--- src/rtl/dem_elem_state.sv ---
// rtl/dem_elem_state.sv - per-element usage state bank for the 18-element DEM loop
//
// Holds one SW-bit usage count per unary DAC element. Each accepted update
// subtracts the MIN18 stage's minimum (min_in) from every count and then adds
// the element selection vector. This closes the loop state -> MIN18 ->
// normalise/accumulate -> state.
//
// Build option: DEM_ELEM_STATE_SAT_EN
//   defined     - a count reaching 16 saturates to 15
//   not defined - a count reaching 16 wraps to 0
//   ovf is set in both builds.
//
// Ports:
//   clk        system clock, rising edge
//   rst        synchronous reset, active-high (priority over clr)
//   clr        synchronous clear of state and flags (priority over in_valid)
//   in_valid   update strobe; sel, code and min_in sampled when high
//   sel        element selection vector, bit i fires element i
//   code       DAC input code 0..18, expected popcount of sel
//   min_in     combinational minimum of state_bus from the MIN18 stage
//   state_bus  element i count at [SW*i +: SW], registered
//   out_valid  high one cycle after an accepted update
//   ovf        sticky, some count reached 16
//   cnt_err    sticky, popcount(sel) != code or code > 18 on an update
module dem_elem_state #(
  parameter int NELEM = 18,
  parameter int SW    = 4
) (
  input  logic                clk,
  input  logic                rst,
  input  logic                clr,
  input  logic                in_valid,
  input  logic [NELEM-1:0]    sel,
  input  logic [4:0]          code,
  input  logic [SW-1:0]       min_in,
  output logic [NELEM*SW-1:0] state_bus,
  output logic                out_valid,
  output logic                ovf,
  output logic                cnt_err
);

  logic [NELEM*SW-1:0] state_q;
  logic [NELEM*SW-1:0] state_nxt;
  logic                any_full;
  logic [4:0]          pop;
  logic                code_bad;
  logic                accept;

  // Normalise and accumulate in one pass. The subtraction is a plain SW-bit
  // wrap so a broken min_in (larger than a count) produces the modular result
  // rather than anything special.
  always_comb begin
    state_nxt = '0;
    any_full  = 1'b0;
    for (int i = 0; i < NELEM; i++) begin
      logic [SW-1:0] d;
      logic [SW:0]   t;
      d = state_q[i*SW +: SW] - min_in;
      t = {1'b0, d} + {{SW{1'b0}}, sel[i]};
      if (t[SW]) any_full = 1'b1;
`ifdef DEM_ELEM_STATE_SAT_EN
      state_nxt[i*SW +: SW] = t[SW] ? {SW{1'b1}} : t[SW-1:0];
`else
      state_nxt[i*SW +: SW] = t[SW-1:0];
`endif
    end
  end

  always_comb begin
    pop = '0;
    for (int i = 0; i < NELEM; i++) begin
      pop = pop + {4'b0, sel[i]};
    end
  end

  assign code_bad = (pop != code) || (code > 5'd18);
  assign accept   = in_valid && !clr;

  always_ff @(posedge clk) begin
    if (rst || clr) begin
      state_q   <= '0;
      out_valid <= 1'b0;
      ovf       <= 1'b0;
      cnt_err   <= 1'b0;
    end else begin
      out_valid <= in_valid;
      if (accept) begin
        state_q <= state_nxt;
        if (any_full) ovf     <= 1'b1;
        if (code_bad) cnt_err <= 1'b1;
      end
    end
  end

  assign state_bus = state_q;

endmodule

--- config.mk ---
export PLATFORM = sky130hd
export DESIGN_NAME = dem_elem_state
export DESIGN_NICKNAME = d
export VERILOG_FILES = /design/src/rtl/dem_elem_state.sv
export SDC_FILE = /design/constraint.sdc
export NUM_CORES = 1
export LEC_CHECK = 0
export ABC_AREA = 1
export BUFFER_PORTS_ARGS = -buffer_cell sky130_fd_sc_hd__buf_2
export CAP_MARGIN = 40
export CORE_MARGIN = 4
export CORE_UTILIZATION = 30
export CTS_CLUSTER_SIZE = 30
export DETAILED_ROUTE_END_ITERATION = 6
export GPL_TIMING_DRIVEN = 0
export PLACE_DENSITY = 0.5
export REMOVE_ABC_BUFFERS = 1
export SLEW_MARGIN = 15
export SYNTH_ARGS = -nofsm -noshare
export SYNTH_HDL_FRONTEND = slang
export SYNTH_SLANG_ARGS = --single-unit
--- constraint.sdc ---
create_clock -name clk -period 11.8 [get_ports clk]
set_input_delay 0.59 -clock clk [delete_from_list [all_inputs] [get_ports clk]]
set_output_delay 0.59 -clock clk [all_outputs]
set_load 0.02 [all_outputs]
==> impl_results.md <==
- Die ar.: 24400 um^2
- Max Root-Sink Buffers: 2
- Post-DP HPWL: 13.2 mm
- 1st-pass router iterations: 6
- Num CTS Buffers: 9
- Wire length per cell: 14.1 um
- Vias in the first global route: 5532
- DRT met1 WL: 8.21 mm
- Yosys reg bits: 75
- Crit. path cell count: 20
- Layout Cells excl Fill: 1280
- Period minus WS final: 4.63 ns
- Hold WC Path Type: reg -> reg
- Congestion Overflow GR: 0
- Total Negative Setup Slacks: 0 ns
- PostCTS Resize Cnt: 0
- Worst VDD drop: 0.0000517 V
- Avg Cell Area, Syn: 7.29 um^2
- Total GRT Usage: 15.2%
- Slowest stage delay, CP: 0.58 ns
- CP top delay family: adder cells
- Initial drt markers: 206
- Crit path kind: in -> reg
- Metal3 WL: 929 um
- Initial antenna violation count: 0
- CP bufs+invs: 6
- F_max: 0.216 GHz
- Total core area: 21400 um^2
- Clock Skew: 0.00441 ns
- Syn Inst Count: 905
- Layout cell share with drive strength beyond 1: 12.7%
- I/O pin cnt: 106
- Largest family of logic cells by synthesized area: adder cells
- CP Capture Type: register
- # setup viols final: 0
- Die width: 156 um
- Critical Path RT: 12.03 ns
- Pin count of the biggest net entering global routing: 70
- CTS tree: yes
- Post-Synth Adder-Cell Area: 27.7%
- CP cell instances: buf_2, fa_1, inv_1, fa_1, inv_1, fa_1, inv_1, fa_1, fa_1, inv_1, ha_1, inv_1, fa_1, xnor2_1, nor2_1, o21ai_0, a21oi_1, nand3b_1, o21ai_0, a21oi_1
- Port buffer count: 105
- Cell depth of the worst flop-to-flop path: 13
- Antenna cells: 0
- Slew margin rel.: 44.6%
- Top sig layer: met4
- Simple-Gate Fraction of Synth Area: 20.6%
- Compound-Gate Fraction of Synth Area: 9.68%
- # clock sinks: 75
- Total of max-cap violations: 0
- Placed cells: 1265
- Die height: 156 um
- Mapped cell area: 6600 um^2
- CP startpoint kind: input port
- Pleak: 0.00418 uW
- Synth Area in XOR/XNOR: 7.97%
- First-pass GRT wire length: 29.0 mm
- CP Data Arrival Time: 4.85 ns
- Status: complete, no violations
- Worst-path maximum fanout: 2
- Cts hold-fix bufs: 0
- DRT antenna net count: 0
- Warnings, synthesis: 0
- CTS Root Cell: clkbuf_16
- Routed vias: 5735
- Most common cell on crit path: fa_1
- Clock Pin Slew Worst Setup and Hold Paths: 0.06 ns
- Number of distinct library cells after synthesis: 28
- Fin crit share: 39.2%
- Remaining DRCs: 0
- Post-synthesis mux area share: 0%
- Final hold vios: 0
- Least-Margin Pin Slew: 0.830 ns
- Met2 routed WL: 8.75 mm
- Nets: 1160
- Sequential share of the synthesized area: 22.8%
- Total setup buffers inserted after CTS: 0
- Clk Latency, worst-skew pair: 0.34 ns
- Row cnt: 53
- Drt total wl: 18.1 mm
- Slew Viols, Final: 0
- Vias per cell: 4.48
- Hold path depth: 2
- Area Growth Syn to Fin: 16.9%
- H-tree lvl count: 3
- Final Wtd Congestion: 0.781
- Initial Utilization: 30.9%
- Power per cell area: 115 nW/um^2
- Slowest CP cell: fa_1
- RSZ-0062 raised after global routing: no
==> synthesized netlist by cell type <==
master | instances | share of area, %
nand4_1 | 3 | 0.28
nor3_1 | 1 | 0.076
nand3_1 | 48 | 3.6
o21ai_0 | 39 | 3.0
xor2_1 | 28 | 3.7
buf_1 | 5 | 0.28
dfxtp_1 | 75 | 23
nor2_1 | 120 | 6.8
nand3b_1 | 5 | 0.57
buf_4 | 1 | 0.11
o21bai_1 | 1 | 0.11
fa_1 | 30 | 9.1
or2_2 | 2 | 0.19
xnor2_1 | 32 | 4.2
nand2_1 | 149 | 8.5
buf_6 | 1 | 0.17
nor2_4 | 1 | 0.17
clkinv_1 | 1 | 0.057
inv_2 | 1 | 0.057
or2_1 | 1 | 0.095
ha_1 | 98 | 19
o31ai_1 | 2 | 0.23
a21oi_1 | 51 | 3.9
clkbuf_1 | 14 | 0.80
and3_1 | 3 | 0.28
a211oi_1 | 22 | 2.5
buf_2 | 3 | 0.23
inv_1 | 168 | 9.6
==> per-stage QoR <==
stage | worst slack (ns) | hold slack (ns) | area (um^2) | utilization (%) | total power [uW]
2_1_floorplan | 7.19 | 0.526 | 6490 | - | 545
3_3_place_gp | 6.67 | 0.440 | 7360 | 34.5 | 633
3_5_place_dp | 6.78 | 0.448 | 7450 | 34.9 | 639
4_1_cts | 7.14 | 0.456 | 7710 | 36.1 | 905
5_1_grt | 6.91 | 0.479 | 7710 | 36.1 | 967
6_report | 7.17 | 0.452 | 7710 | 36.1 | 883
==> where the power goes <==
part | internal [uW] | leakage [uW] | switching, uW
Clock | 146 | 0.000132 | 111
Combinational | 143 | 0.00344 | 206
Sequential | 266 | 0.000614 | 10.6
==> kinds of logic after synthesis <==
group / Yosys count
adder cells (fa/ha/maj): 128
AND/OR/NAND/NOR: 333
flip-flops: 75
XOR/XNOR: 60
AO/OA/AOI/OAI: 115
buffers and inverters: 194
==> per-layer routing <==
layer / up-vias / GRT usage, %
met1: 2582 / 18.9
met2: 95 / 26.9
met4: 0 / 3.35
met3: 14 / 3.60
met5: - / 0
li1: 3044 / -
==> final timing paths <==
kind                  from      end  slack, ns
min reg2reg        cnt_err  cnt_err       0.45
min                cnt_err  cnt_err       0.45
max reg2reg  state_bus[28]      ovf       9.60
max                sel[11]  cnt_err       7.17
==> cell usage in the layout, fill, tap and decap left out, types with 5 or more instances in the layout <==
| cell type | count |
|---|---|
| xor2_1 | 28 |
| dfxtp_1 | 75 |
| a211oi_1 | 22 |
| nand3_1 | 48 |
| xnor2_1 | 32 |
| o21ai_0 | 39 |
| nand3b_1 | 5 |
| nand2_1 | 149 |
| a21oi_1 | 51 |
| buf_2 | 105 |
| clkbuf_16 | 9 |
| nor2_1 | 120 |
| fa_1 | 30 |
| inv_1 | 166 |
| ha_1 | 98 |
==> worst reg2reg max path, stage by stage (launching register included) <==
cell      delay [ns]
dfxtp_1         0.33
inv_1           0.06
ha_1            0.17
inv_1           0.08
fa_1            0.43
ha_1            0.21
inv_1           0.08
nor2_1          0.05
nand3_1         0.13
nand2_1         0.09
nor2_1          0.14
nand3_1         0.08
o21bai_1        0.12
a21oi_1         0.07
==> sequential cells by signal, summed over array words and instances, names as in the netlist <==
signal / cells
cnt_err: 1
out_valid: 1
ovf: 1
state_bus: 72
==> area by class of cell <==
type | count | area, um^2
timing repair buffer | 109 | 608
tap | 275 | 344
clock buffer | 12 | 246
fill | 2311 | 13600
multi-input combinational | 636 | 4350
clock inverter | 3 | 15.0
inverter | 170 | 641
sequential | 75 | 1500
Power figures use the tool's default switching activity.
